$ cat config.mk
export PLATFORM = sky130hd
export DESIGN_NAME = count_event_monitor
export DESIGN_NICKNAME = d
export VERILOG_FILES = /design/src/rtl/count_event_pkg.sv /design/src/rtl/cem_event_fifo.sv /design/src/rtl/count_event_monitor.sv
export SDC_FILE = /design/constraint.sdc
export NUM_CORES = 1
export LEC_CHECK = 0
export BUFFER_PORTS_ARGS = -buffer_cell sky130_fd_sc_hd__buf_2
export CORE_ASPECT_RATIO = 0.7
export CORE_MARGIN = 5
export CORE_UTILIZATION = 55
export CTS_CLUSTER_DIAMETER = 30
export DETAILED_ROUTE_END_ITERATION = 8
export PLACE_DENSITY = 0.73
export SKIP_CTS_REPAIR_TIMING = 1
export SYNTH_ARGS = -nofsm -noshare
export SYNTH_HDL_FRONTEND = slang
export SYNTH_SLANG_ARGS = --single-unit
export TNS_END_PERCENT = 5
$ cat constraint.sdc
create_clock -name clk -period 7.4 [get_ports clk]
set_input_delay 1.48 -clock clk [delete_from_list [all_inputs] [get_ports clk]]
set_output_delay 1.48 -clock clk [all_outputs]
set_load 0.01 [all_outputs]
$ cat src/rtl/count_event_pkg.sv
// rtl/count_event_pkg.sv - shared types and constants for the count event monitor
//
// Purpose: FSM state enum, event-code constants and the FIFO entry struct
// used by count_event_monitor and cem_event_fifo.
// Ports: none (package).

package count_event_pkg;

  typedef enum logic {
    IDLE  = 1'b0,
    ARMED = 1'b1
  } cem_state_e;

  localparam logic [1:0] WRAP = 2'b01;
  localparam logic [1:0] THR  = 2'b10;

  // Entry value field is sized for the widest supported sample; narrower
  // monitors zero-extend on push and truncate on the head.
  localparam int CEM_MAX_WIDTH = 32;

  typedef struct packed {
    logic [1:0]               code;
    logic [CEM_MAX_WIDTH-1:0] value;
  } cem_entry_t;

  function automatic logic [1:0] evt_code_of(input logic wrap, input logic thr);
    return (wrap ? WRAP : 2'b00) | (thr ? THR : 2'b00);
  endfunction

endpackage

$ cat src/rtl/cem_event_fifo.sv
// rtl/cem_event_fifo.sv - synchronous first-word-fall-through event FIFO
//
// Purpose: buffers event entries between the detector and the consumer.
// The head is presented combinationally from storage whenever the FIFO
// is non-empty and reads as all zeros when empty.
// Ports:
//   clk, rst_n  - clock, asynchronous active-low reset
//   clr         - synchronous flush (wins over push/pop)
//   push        - write request, push_data is the entry
//   valid/ready - head valid / consumer accepts head
//   head        - current head entry
//   overflow    - push was rejected because the FIFO was full with no pop

module cem_event_fifo #(
  parameter int  DEPTH = 4,
  parameter type T     = logic [7:0]
) (
  input  logic clk,
  input  logic rst_n,
  input  logic clr,
  input  logic push,
  input  T     push_data,
  output logic valid,
  input  logic ready,
  output T     head,
  output logic overflow
);

  localparam int AW = $clog2(DEPTH);

  T               mem [DEPTH];
  logic [AW-1:0]  wr_ptr;
  logic [AW-1:0]  rd_ptr;
  logic [AW:0]    count;
  logic           full;
  logic           do_pop;
  logic           do_push;

  assign valid    = (count != '0);
  assign full     = (count == (AW+1)'(DEPTH));
  assign do_pop   = valid && ready;
  // A full FIFO still takes a push when the head leaves in the same cycle.
  assign do_push  = push && (!full || do_pop);
  assign overflow = push && full && !do_pop;
  assign head     = valid ? mem[rd_ptr] : '0;

  always_ff @(posedge clk) begin
    if (do_push && !clr) begin
      mem[wr_ptr] <= push_data;
    end
  end

  always_ff @(posedge clk or negedge rst_n) begin
    if (!rst_n) begin
      wr_ptr <= '0;
      rd_ptr <= '0;
      count  <= '0;
    end else if (clr) begin
      wr_ptr <= '0;
      rd_ptr <= '0;
      count  <= '0;
    end else begin
      if (do_push) wr_ptr <= wr_ptr + AW'(1);
      if (do_pop)  rd_ptr <= rd_ptr + AW'(1);
      case ({do_push, do_pop})
        2'b10:   count <= count + (AW+1)'(1);
        2'b01:   count <= count - (AW+1)'(1);
        default: count <= count;
      endcase
    end
  end

endmodule

$ cat src/rtl/count_event_monitor.sv
// rtl/count_event_monitor.sv - counter wrap / threshold-crossing event monitor
//
// Purpose: watches successive samples of an upstream counter and queues an
// event when the counter wraps (new < previous) or rises across THRESH.
// Optional build macro: CEM_DROP_CNT_EN enables the saturating drop counter;
// without it drop_cnt reads 0 and overflowing events are silently dropped.
// Ports:
//   clk, rst_n      - clock, asynchronous active-low reset
//   clr             - synchronous soft clear (flush, IDLE, drop_cnt=0)
//   in_valid        - in_count holds a new sample
//   in_count        - upstream counter value
//   evt_valid/ready - event FIFO head handshake
//   evt_code        - 01 wrap, 10 threshold, 11 both
//   evt_value       - sample that raised the head event
//   status_bit      - MSB of last accepted sample
//   partial_data    - low nibble of last accepted sample
//   drop_cnt        - events lost to a full FIFO

module count_event_monitor
  import count_event_pkg::*;
#(
  parameter int               WIDTH  = 8,
  parameter logic [WIDTH-1:0] THRESH = 8'h80,
  parameter int               DEPTH  = 4
) (
  input  logic             clk,
  input  logic             rst_n,
  input  logic             clr,
  input  logic             in_valid,
  input  logic [WIDTH-1:0] in_count,
  output logic             evt_valid,
  input  logic             evt_ready,
  output logic [1:0]       evt_code,
  output logic [WIDTH-1:0] evt_value,
  output logic             status_bit,
  output logic [3:0]       partial_data,
  output logic [7:0]       drop_cnt
);

  cem_state_e       state;
  logic [WIDTH-1:0] prev;
  logic             sample;
  logic             wrap;
  logic             thr;
  logic             push;
  logic             overflow;
  cem_entry_t       push_entry;
  cem_entry_t       head;

  // A sample arriving together with clr is discarded.
  assign sample = in_valid && !clr;
  assign wrap   = (in_count < prev);
  assign thr    = (prev < THRESH) && (in_count >= THRESH);
  assign push   = sample && (state == ARMED) && (wrap || thr);

  always_comb begin
    push_entry       = '0;
    push_entry.code  = evt_code_of(wrap, thr);
    push_entry.value = CEM_MAX_WIDTH'(in_count);
  end

  always_ff @(posedge clk or negedge rst_n) begin
    if (!rst_n) begin
      state        <= IDLE;
      prev         <= '0;
      status_bit   <= 1'b0;
      partial_data <= 4'h0;
    end else if (clr) begin
      state <= IDLE;
    end else if (in_valid) begin
      state        <= ARMED;
      prev         <= in_count;
      status_bit   <= in_count[WIDTH-1];
      partial_data <= in_count[3:0];
    end
  end

  cem_event_fifo #(
    .DEPTH (DEPTH),
    .T     (cem_entry_t)
  ) u_fifo (
    .clk       (clk),
    .rst_n     (rst_n),
    .clr       (clr),
    .push      (push),
    .push_data (push_entry),
    .valid     (evt_valid),
    .ready     (evt_ready),
    .head      (head),
    .overflow  (overflow)
  );

  assign evt_code  = head.code;
  assign evt_value = head.value[WIDTH-1:0];

  generate
    if (WIDTH < CEM_MAX_WIDTH) begin : g_value_pad
      logic unused_value_bits;
      assign unused_value_bits = ^head.value[CEM_MAX_WIDTH-1:WIDTH];
    end
  endgenerate

`ifdef CEM_DROP_CNT_EN
  always_ff @(posedge clk or negedge rst_n) begin
    if (!rst_n) begin
      drop_cnt <= 8'h00;
    end else if (clr) begin
      drop_cnt <= 8'h00;
    end else if (overflow && (drop_cnt != 8'hFF)) begin
      drop_cnt <= drop_cnt + 8'd1;
    end
  end
`else
  logic unused_overflow;
  assign unused_overflow = overflow;
  assign drop_cnt        = 8'h00;
`endif

endmodule

### Yosys cells after proc, flatten, opt, wreduce, memory -nomap -nowiden

Memory sizes are Yosys's and may differ from the RTL's.
Index checks and enable logic that the tools add are counted.

| operators by class | value |
|---|---|
| multiply operators | 0 |
| multiplexer cells | 13 |
| $add $sub $neg | 4 |
| equal/unequal tests | 3 |
| bitwise operators | 2 |
| order comparisons | 3 |
| shifts and indexed selects | 0 |
| reductions and logical operators | 17 |
| divide/modulo/power cells | 0 |

Operators with widths:

| kind | count |
|---|---|
| two-way mux 34 bit | 1 |
| two-way mux 2 bit | 5 |
| greater-or-equal comparator 8 bit (second input constant) | 1 |
| less-than comparator 8 bit | 1 |
| less-than comparator 8 bit (second input constant) | 1 |
| logical AND 1 bit | 7 |
| case mux 3 bit (2 select lines) | 1 |
| nonzero test 2 bit | 3 |
| nonzero test 3 bit | 2 |
| two-way mux 1 bit | 5 |
| adder 2 x 1 -> 2 bit (second input constant) | 2 |
| adder 3 x 1 -> 3 bit (second input constant) | 1 |
| == test 3 bit (second input constant) | 1 |
| two-way mux 3 bit | 1 |
| subtractor 3 x 1 -> 3 bit (second input constant) | 1 |
| == test 2 x 1 -> 1 bit (second input constant) | 1 |
| == test 2 bit (second input constant) | 1 |
| zero test 1 bit | 2 |
| logical OR 1 bit | 2 |
| OR 1 x 2 -> 2 bit | 1 |
| AND reduction 2 bit | 1 |
| inverter 1 bit | 1 |

| word-level totals | value |
|---|---|
| bits in latches | 0 |
| bits of input ports | 13 |
| register bits | 21 |
| bits in writable memories | 40 |
| memories | 1 |
| memory bits (read-only) | 0 |

Memory list:

| memory | depth | bits a word | read ports | clocked after Yosys merged registers in | wr ports | RTL line | text |
|---|---|---|---|---|---|---|---|
| u_fifo.mem | 4 | 10 | 1 | 0 | 1 | cem_event_fifo.sv:31 | `T mem [DEPTH];` |

### Longest topological paths before layout

Gate-level depths: netlist (run 1).

| logic depth | value |
|---|---|
| depth in word-level cells | 8 |
| mapped depth | 11 |
| gate-level depth less buffers | 11 |

### Modules after synthesis

From an unflattened synthesis (run 1), not the netlist that was laid out.

| second synthesis, totals | value |
|---|---|
| cells, all modules | 351 |
| area, all modules | 6371.1 um2 |

By module, submodules not included:

| module | cells an instance | area an instance (um2) | seq. area each (um2) | instances |
|---|---|---|---|---|
| cem_event_fifo | 282 | 5736.8 | 4259.1 | 1 |
| count_event_monitor | 69 | 634.4 | 225.2 | 1 |

### Worst setup path after synthesis (run 1)

OpenSTA, ideal clock, no wires.

| timing | value |
|---|---|
| kind | input-to-reg |
| start | in in_count[2] |
| end | mem u_fifo.mem[0][0] (netlist bit), enable pin |
| stages on the path | 7 |
| arrival time | 3266 ps |
| setup time | 343 ps |
| path buffers | 0 |
| path slack | 3791 ps |
| cells stage by stage | ha_1 a211oi_2 o21ai_1 a211oi_1 o21ai_2 a31oi_4 and2_1 |

| on the way | value |
|---|---|
| elaborated cells on any way between the ends | 9 |
| classes of those cells | order compare (2); mux (2); reduce/logical (5) |

RTL lines:

| what | RTL line | text |
|---|---|---|
| start, declared | count_event_monitor.sv:30 | `input logic [WIDTH-1:0] in_count,` |
| less-than comparator 8 bit | count_event_monitor.sv:52 | `assign wrap = (in_count < prev);` |
| via wrap | count_event_monitor.sv:43 | `logic wrap;` |
| logical OR 1 bit | count_event_monitor.sv:54 | `assign push = sample && (state == ARMED) && (wrap \|\| thr);` |
| logical AND 1 bit | count_event_monitor.sv:54 |  |
| logical AND 1 bit | cem_event_fifo.sv:43 | `assign do_push = push && (!full \|\| do_pop);` |
| logical AND 1 bit | cem_event_fifo.sv:48 | `if (do_push && !clr) begin` |
| two-way mux 1 bit | cem_event_fifo.sv:48 |  |
| two-way mux 1 bit (not written as such) | cem_event_fifo.sv:49 | `mem[wr_ptr] <= push_data;` |
| end, declared | cem_event_fifo.sv:31 |  |

The timed path passes the listed nets, and every way through them passes these cells.

### Final worst setup path (run 1)

| timing | value |
|---|---|
| start | in in_count[2] |
| end | mem u_fifo.mem[0][3] (netlist bit), enable pin |

Same word-level chain as after synthesis.

==> impl_metrics.py, run 1 <==
metrics = {
    "die": {
        "io_pins": 37,
        "start_util": 0.563,
        "die_w_um": 93.4,
        "dieArea_um2": 6390,
        "core-area_um2": 4760,
        "rows": 21,
        "die_h_um": 68.4,
    },
    "pwr": {
        "power.density_nw_per_um2": 238,
        "switching_share": 0.289,
        "seq_power_share": 0.542,
        "switchingPower_uw": 200,
        "ir_drop_mv": 0.110,
        "p_leak_nw": 1.11,
        "power_uw": 691,
        "p_int_uw": 492,
        "clkPwrFrac": 0.228,
        "power_frac_comb": 0.230,
    },
    "grt": {
        "grt_pass1_wl_um": 7800,
        "overflow": 0,
        "grt_pass1_vias": 1525,
        "grtUsageTotal": 0.166,
        "antenna_found_initial": 0,
        "grt_max_degree": 18,
    },
    "synth": {
        "synthSimpleGateAreaFrac": 0.0921,
        "yosysWarningCount": 0,
        "synth_top_family_by_area": "multiplexers",
        "synth.distinct_cells": 42,
        "netlist_instances": 192,
        "synth_flop_cell": "edfxtp_1",
        "ys_ff_latch": 56,
        "synthAdderAreaFrac": 0.0589,
        "synth_area_um2": 2680,
        "synth_xor_xnor_area_share": 0.00654,
        "synth-compound-area-share": 0.0827,
        "ys_seq_area_frac": 0.598,
        "synth_mux_area_frac": 0.0977,
        "async_flop_share": 0.286,
        "synth_area_per_cell_um2": 13.9,
        "synth_edf_count": 40,
    },
    "sta": {
        "finalHoldViolations": 0,
        "max_slew_margin": 0.385,
        "finalSetupViolCount": 0,
        "tightest_slew_ns": 0.920,
        "timing.final.ws_setup_ns": 3.52,
        "fin_tns_setup_ns": 0,
        "period_share": 0.525,
        "holdWs_ns": 0.544,
        "rsz0062_at_grt": "false",
        "period_minus_slack_ns": 3.88,
        "drv_slew": 0,
        "clock_skew_ns": 0.00620,
        "fmax_mhz": 257,
    },
    "clock_network": {
        "htreeDepth": 2,
        "clkLatencyLatePin_ns": 0.30,
        "numCtsBuffers": 5,
        "cts_tree": "yes",
        "cts.root.buffer_cell": "clkbuf_8",
        "clkTransAtPathRegs_ns": 0.09,
        "clkSinkCount": 56,
        "clk_path_buf_depth": 2,
    },
    "critical_path": {
        "r2r.worst_path.cells": 8,
        "crit_path_end_kind": "register",
        "reg2reg_from": "partial_data[2]",
        "required_ns": 7.34,
        "cp.arrival_ns": 3.82,
        "crit_path_start_kind": "input port",
        "r2r_setup_slack_ns": 4.45,
        "worstSetupStartpoint": "in_count[2]",
        "reg2reg_to": "u_fifo.mem[0][3]",
        "crit_fanout": 10,
        "worstSetupPathType": "in -> reg",
    },
    "final_layout": {
        "multi_input_area_um2": 935,
        "final.fill_count": 371,
        "final_layout_size_suffix_gt1_frac": 0.258,
        "nets": 241,
        "final_cell_mix": "edfxtp_1, buf_2, dfrtp_1",
        "fin_cells": 286,
        "finalCoreUtilization": 0.610,
        "insertedDiodeCount": 0,
        "final_area_um2": 2900,
        "syn2layout_area_growth_pct": 8.27,
        "layout_commonest_cell": "edfxtp_1",
        "regArea_um2": 1600,
    },
    "route": {
        "vias": 1480,
        "ant_nets": 0,
        "first_pass_iters": 4,
        "drtIter0Drc": 93,
        "vias_per_cell": 5.17,
        "drc": 0,
        "wl_per_cell_um": 16.1,
        "routed_wl_um": 4610,
    },
    "placed_design": {
        "hpwl_um": 3400,
        "dpl.cell_count": 278,
        "place.gp.congestion": 0.781,
        "post-place-ws_ns": 3.16,
        "io_buffers": 28,
        "dpl_cell_area_um2": 2810,
    },
    "job": {
        "maxCapViolations": 0,
    },
    "hold_path": {
        "hp-class": "reg -> reg",
        "hold_depth": 2,
        "hold_start": "state",
        "holdPathEnd": "state",
    },
    "status": {
        "status": "finished, final reports clean",
    },
}
[power by group through the flow]
stage | registers, mW | clock network, mW | logic [mW]
after detailed placement | 0.382 | 0 | 0.161
after floorplan | 0.369 | 0 | 0.127
after CTS | 0.375 | 0.165 | 0.162
after global routing | 0.379 | 0.181 | 0.179
after global placement | 0.381 | 0 | 0.158
final | 0.375 | 0.158 | 0.159
[registers in the layout (all words and copies together) (netlist names)]
register / cells
u_fifo.count: 3
state: 1
status_bit: 1
u_fifo.wr_ptr: 2
partial_data: 3
u_fifo.mem: 40
prev: 4
u_fifo.rd_ptr: 2
[cell usage after synthesis, drive strengths merged (2+ instances only)]
library cell | instances | share of area
inv | 13 | 0.018
o21ai | 12 | 0.024
dfrtp | 16 | 0.15
mux4 | 10 | 0.084
nor2b | 3 | 0.0070
a31oi | 2 | 0.010
buf | 15 | 0.040
ha | 11 | 0.051
clkbuf | 3 | 0.0042
and2 | 16 | 0.038
edfxtp | 40 | 0.45
a211oi | 4 | 0.013
mux2 | 2 | 0.0098
nor2 | 10 | 0.014
or2 | 2 | 0.0047
nand2 | 14 | 0.020
[area by class of cell]
class / instances / area share
clock buffer: 5 / 0.0237
clock inverter: 3 / 0.00647
inverter: 13 / 0.0168
multi-input combinational: 112 / 0.322
sequential: 56 / 0.552
tap: 69 / 0.0298
timing repair buffer: 28 / 0.0483
[how the worst max path moves through the flow]
stage	endpoint	slack, ns	cells after the start
5_1_grt	u_fifo.mem[0][4]	3.34	8
3_3_place_gp	u_fifo.mem[3][6]	3.27	8
3_5_place_dp	u_fifo.mem[0][1]	3.16	8
2_1_floorplan	u_fifo.mem[0][0]	3.79	7
6_report	u_fifo.mem[0][3]	3.52	8
4_1_cts	u_fifo.mem[0][3]	3.49	8
[cells by family (layout without fill, tap and decap cells)]
logic type | count (synthesis) | in the layout
AO/OA/AOI/OAI | 28 | 28
adder cells (fa/ha/maj) | 12 | 12
flip-flops | 56 | 56
multiplexers | 13 | 13
other | 1 | 8
XOR/XNOR | 2 | 2
AND/OR/NAND/NOR | 49 | 49
buffers and inverters | 31 | 49
[routing by layer]
layer	routed length, um	global-route usage	vias to the layer above	share of wire
li1	-	-	720	-
met1	2390	0.247	718	0.52
met2	1980	0.252	38	0.43
met3	218	0.0352	4	0.047
met4	20	0.0384	0	0.0043
met5	0	0	-	0
[worst max-delay path, stage by stage]
cell      delay [ns]
buf_2           0.14
ha_1            0.33
a211oi_2        0.22
o21ai_1         0.10
a211oi_1        0.62
o21ai_2         0.15
a31oi_4         0.25
and2_1          0.53
Power figures use the tool's default switching activity.
==> run 2, diff against run 1 <==
--- a/config.mk
+++ b/config.mk
@@ -5,6 +5,7 @@
 export SDC_FILE = /design/constraint.sdc
 export NUM_CORES = 1
 export LEC_CHECK = 0
+export ABC_AREA = 1
 export BUFFER_PORTS_ARGS = -buffer_cell sky130_fd_sc_hd__buf_2
 export CORE_ASPECT_RATIO = 0.7
 export CORE_MARGIN = 5
==> constraint.sdc (replaced) <==
create_clock -name clk -period 3.62 [get_ports clk]
set_input_delay 0.724 -clock clk [delete_from_list [all_inputs] [get_ports clk]]
set_output_delay 0.724 -clock clk [all_outputs]
set_load 0.01 [all_outputs]
==> impl_metrics.py, run 2 <==
metrics = {
    "synth": {
        "yosysMostFrequentCell": "nor2_1",
        "synth_top_family_by_area": "simple AND/OR/NAND/NOR gates",
        "synthAdderAreaFrac": 0.0572,
        "netlist_instances": 264,
        "synth_xor_xnor_area_share": 0.00635,
        "synth_edf_count": 40,
        "ys_ff_latch": 56,
        "synth_common_cells": "nor2_1, edfxtp_1, inv_1",
        "synth_area_um2": 2760,
        "synth.distinct_cells": 30,
        "synth-compound-area-share": 0.0939,
        "ys_seq_area_frac": 0.581,
        "async_flop_share": 0.286,
        "synth_mux_area_frac": 0,
        "synth_top_area_frac": 0.436,
        "yosysWarningCount": 0,
        "yosys-top-cells-area": "edfxtp_1, dfrtp_1, nor2_1",
        "yosys.area.top_type": "edfxtp_1",
        "synthSimpleGateAreaFrac": 0.172,
        "synth_area_per_cell_um2": 10.4,
        "synth_flop_cell": "edfxtp_1",
    },
    "pwr": {
        "power_frac_comb": 0.327,
        "seq_power_share": 0.469,
        "switching_share": 0.354,
        "ir_drop_mv": 0.304,
        "p_leak_nw": 1.30,
        "p_int_mw": 1.04,
        "power.density_nw_per_um2": 536,
        "clkPwrFrac": 0.204,
        "switchingPower_uw": 570,
    },
    "critical_path": {
        "required_ns": 2.90,
        "reg2reg_from": "status_bit",
        "crit_path_start_kind": "register",
        "r2r_setup_slack_ns": 1.19,
        "worstSetupPathType": "reg -> out",
        "worstSetupStartpoint": "u_fifo.rd_ptr[0]",
        "cp.arrival_ns": 1.92,
        "crit_path_end_kind": "output pin",
        "crit_fanout": 22,
    },
    "route": {
        "drc": 0,
        "routed_wl_um": 5320,
        "wl_per_cell_um": 14.8,
        "first_pass_iters": 4,
        "vias_per_cell": 5.01,
        "ant_nets": 0,
        "vias": 1805,
        "drtIter0Drc": 105,
    },
    "placed_design": {
        "place.gp.congestion": 0.762,
        "post-place-ws_ns": 0.747,
        "hpwl_um": 3700,
        "io_buffers": 28,
    },
    "sta": {
        "period_share": 0.730,
        "period_minus_slack_ns": 2.64,
        "drv_slew": 0,
        "finalSetupViolCount": 0,
        "max_slew_margin": 0.427,
        "fin_tns_setup_ns": 0,
        "timing.final.ws_setup_ns": 0.979,
        "clock_skew_ns": 0.00643,
        "rsz0062_at_grt": "false",
        "fmax_mhz": 379,
        "finalHoldViolations": 0,
        "tightest_slew_ns": 0.857,
    },
    "clock_network": {
        "numCtsBuffers": 5,
        "clkTransAtPathRegs_ns": 0.09,
        "clkSinkCount": 56,
        "htreeDepth": 2,
        "clk_path_buf_depth": 2,
        "cts.root.buffer_cell": "clkbuf_8",
        "cts_tree": "yes",
        "clkLatencyLatePin_ns": 0.31,
    },
    "job": {
        "maxCapViolations": 0,
    },
    "final_layout": {
        "finalCoreUtilization": 0.624,
        "final.fill_count": 386,
        "final_layout_size_suffix_gt1_frac": 0.203,
        "final_cell_mix": "nor2_1, edfxtp_1, buf_2",
        "insertedDiodeCount": 0,
        "largest_reg_flops": 40,
        "syn2layout_area_growth_pct": 8.85,
        "top_register": "u_fifo.mem",
        "layout_commonest_cell": "nor2_1",
        "nets": 315,
        "reg_top3": "u_fifo.mem: 40 flops, prev: 4 flops",
    },
    "grt": {
        "grtUsageTotal": 0.178,
        "antenna_found_initial": 0,
        "grt_pass1_vias": 1807,
        "grt_max_degree": 23,
        "overflow": 0,
        "grt_pass1_wl_um": 9020,
    },
    "die": {
        "die_h_um": 69.2,
        "die_w_um": 94.6,
        "io_pins": 37,
        "dieArea_um2": 6550,
        "start_util": 0.574,
        "rows": 21,
        "core-area_um2": 4810,
    },
    "status": {
        "status": "finished, final reports clean",
    },
    "hold_path": {
        "hp-class": "in -> async",
    },
}
==> run 2: cell types whose count changed in the layout (fill, tap and decap cells not counted), sizes merged, moves of 4 or more <==
cell and delta:
and2 -16, a21oi +18, buf +4, mux4 -10
inv +19, nand2 +10, a211oi -4, nor2 +51
o21ai +15, nand3 +4
==> run 2: routing by layer <==
layer	GRT usage	up-vias	part of all wire
met2	0.256	48	0.44
li1	-	894	-
met4	0.0512	0	0.0075
met3	0.0369	5	0.061
met1	0.271	858	0.50
met5	0	-	0
==> run 2: path summary, 6_finish.rpt <==
| path | end | cells after the start |
|---|---|---|
| worst min-delay path | u_fifo.count[2] | 1 |
| worst max-delay path | evt_value[2] | 5 |
| min in group clk | partial_data[0] | 2 |
| max in group asynchronous | prev[3] | 1 |
| worst min register to register | partial_data[0] | 2 |
| worst max register to register | u_fifo.mem[2][3] | 9 |
==> run 2: kinds of logic after synthesis <==
family,after synthesis
xor gates and xnor gates,2
AOI/OAI and AO/OA,47
adders and majority gates,12
and+or+nand+nor,94
buffers and inverters,52
other,1
DFF,56
==> run 2: metrics by stage <==
step | cell area [um2] | power, mW | cells | hold slack, ns
5_1_grt | 3000 | 1.71 | 360 | 0.336
3_3_place_gp | 2920 | 1.28 | 352 | 0.490
3_5_place_dp | 2920 | 1.30 | 352 | 0.502
4_1_cts | 3000 | 1.62 | 360 | 0.329
2_1_floorplan | 2780 | 1.14 | 271 | 0.428
6_report | 3000 | 1.61 | 360 | 0.326
==> run 2: power groups by stage <==
| stage | clock network [mW] | registers, mW | logic, mW |
|---|---|---|---|
| 2_1_floorplan | 0 | 0.762 | 0.380 |
| 3_3_place_gp | 0 | 0.767 | 0.516 |
| 3_5_place_dp | 0 | 0.768 | 0.530 |
| 4_1_cts | 0.335 | 0.754 | 0.533 |
| 5_1_grt | 0.361 | 0.761 | 0.592 |
| 6_report | 0.328 | 0.755 | 0.526 |
==> run 2: worst max-delay path, cell delays in order (launching register included) <==
cell and delay [ns]:
dfrtp_1 0.37, buf_4 0.21, inv_1 0.44, o21ai_0 0.21
a21oi_1 0.21, buf_2 0.16
==> run 2: layout make-up <==
type | count | area [um2] | share of cell area
clock inverter | 2 | 11.3 | 0.00375
sequential | 56 | 1600 | 0.534
multi-input combinational | 163 | 940 | 0.313
tap | 69 | 86.3 | 0.0288
clock buffer | 6 | 72.6 | 0.0242
timing repair buffer | 32 | 170 | 0.0567
inverter | 32 | 120 | 0.0400
==> run 3, diff against run 2 <==
==> constraint.sdc (replaced) <==
create_clock -name clk -period 2.7 [get_ports clk]
set_input_delay 0.54 -clock clk [delete_from_list [all_inputs] [get_ports clk]]
set_output_delay 0.54 -clock clk [all_outputs]
set_load 0.01 [all_outputs]
==> impl_metrics.py, run 3 (synthesis results as in run 2) <==
metrics = {
    "critical_path": {
        "required_ns": 2.89,
        "slowest_stage": "dfrtp_1",
        "crit_path_end_kind": "register",
        "cp.arrival_ns": 2.55,
        "cp_top_family": "simple AND/OR/NAND/NOR gates",
        "crit_fanout": 6,
        "cp_common_cell": "nand2_1",
        "crit_buf_inv": 2,
        "worstSetupPathType": "reg -> reg",
        "cpPeakStageDelay_ns": 0.44,
        "path_cells": "inv_1, ha_1, nand2_1, nor2_1, nor3_2, nand2_2, nand2_4, nand2_4, nand2_4, fa_1, xor2_1, inv_1, nand2_1, nand2_1, nand2_1, nand2_1",
        "crit_path_start_kind": "register",
    },
    "grt": {
        "grt_pass1_wl_um": 8270,
        "antenna_found_initial": 0,
        "grt_max_degree": 22,
        "overflow": 0,
        "grtUsageTotal": 0.166,
        "grt_pass1_vias": 1674,
    },
    "route": {
        "drtIter0Drc": 135,
        "routedLengthMet1_um": 2450,
        "met3WireLength_um": 391,
        "wl_per_cell_um": 14.4,
        "first_pass_iters": 5,
        "vias_per_cell": 4.92,
        "routed_wl_um": 5200,
        "ant_nets": 0,
        "drc": 0,
        "dr.max_layer_used": "met4",
        "met2_length_um": 2320,
        "vias": 1782,
    },
    "job": {
        "maxCapViolations": 0,
    },
    "hold_path": {
        "hp-class": "in -> async",
    },
    "placed_design": {
        "dpl_cell_area_um2": 2930,
        "place.gp.congestion": 0.827,
        "post-place-ws_ns": 0.149,
        "hpwl_um": 3600,
        "io_buffers": 28,
    },
    "die": {
        "dieArea_um2": 6550,
        "rows": 21,
        "start_util": 0.574,
        "die_w_um": 94.6,
        "core-area_um2": 4810,
        "die_h_um": 69.2,
        "io_pins": 37,
    },
    "final_layout": {
        "largest_reg_flops": 40,
        "top_register": "u_fifo.mem",
        "layout_commonest_cell": "nor2_1",
        "syn2layout_area_growth_pct": 11.2,
        "insertedDiodeCount": 0,
        "final_layout_size_suffix_gt1_frac": 0.212,
        "finalCoreUtilization": 0.638,
        "final_area_um2": 3070,
        "reg_top3": "u_fifo.mem: 40 flops, prev: 4 flops",
        "nets": 317,
        "final_cell_mix": "nor2_1, edfxtp_1, buf_2",
    },
    "sta": {
        "drv_slew": 0,
        "period_minus_slack_ns": 2.36,
        "fin_tns_setup_ns": 0,
        "finalHoldViolations": 0,
        "fmax_mhz": 425,
        "rsz0062_at_grt": "false",
        "max_slew_margin": 0.601,
        "finalSetupViolCount": 0,
        "period_share": 0.872,
        "timing.final.ws_setup_ns": 0.344,
        "tightest_slew_ns": 0.598,
        "clock_skew_ns": 0.00867,
    },
    "pwr": {
        "p_leak_nw": 1.34,
        "ir_drop_mv": 0.403,
        "power.density_nw_per_um2": 763,
    },
    "status": {
        "status": "finished, final reports clean",
    },
    "clock_network": {
        "cts_tree": "yes",
        "clkSinkCount": 56,
        "clkLatencyLatePin_ns": 0.30,
        "cts.root.buffer_cell": "clkbuf_8",
        "clkTransAtPathRegs_ns": 0.10,
        "htreeDepth": 2,
        "clk_path_buf_depth": 2,
        "numCtsBuffers": 5,
    },
}
[run 3: power by group]
group | total (mW) | leakage [nW] | switching, mW | internal, mW
Combinational | 0.711 | 0.719 | 0.471 | 0.240
Clock | 0.621 | 0.0654 | 0.251 | 0.371
Sequential | 1.01 | 0.557 | 0.0334 | 0.974
Total | 2.34 | 1.34 | 0.755 | 1.58
[run 3: worst paths after layout]
path | slack [ns] | to | start | cells past startpoint
min in group clk | 0.49 | u_fifo.mem[1][2] | in_count[2] | 1
min reg2reg | 0.52 | partial_data[0] | partial_data[0] | 2
max in group asynchronous | 2.26 | state | rst_n | 1
max | 0.34 | u_fifo.count[2] | status_bit | 16
min | 0.15 | status_bit | rst_n | 1
max reg2reg | 0.34 | u_fifo.count[2] | status_bit | 16
[run 3: routing by layer]
layer | track usage | up-vias
met3 | 0.0390 | 7
met1 | 0.247 | 828
met2 | 0.246 | 49
met4 | 0.0368 | 0
met5 | 0 | -
li1 | - | 898
[run 3: metrics by stage]
stage / std cells / power, mW / hold WS (ns)
detailed placement: 354 / 1.74 / 0.495
CTS: 362 / 2.36 / 0.163
floorplan: 271 / 1.53 / 0.244
global placement: 354 / 1.72 / 0.486
finish: 362 / 2.34 / 0.153
global route: 362 / 2.49 / 0.154
[run 3: layout make-up]
type                       count  area [um2]
timing repair buffer          34         185
fill                         404        1740
multi-input combinational    163         940
inverter                      32         120
tap                           69        86.3
clock buffer                   6        72.6
sequential                    56        1600
clock inverter                 2        60.1
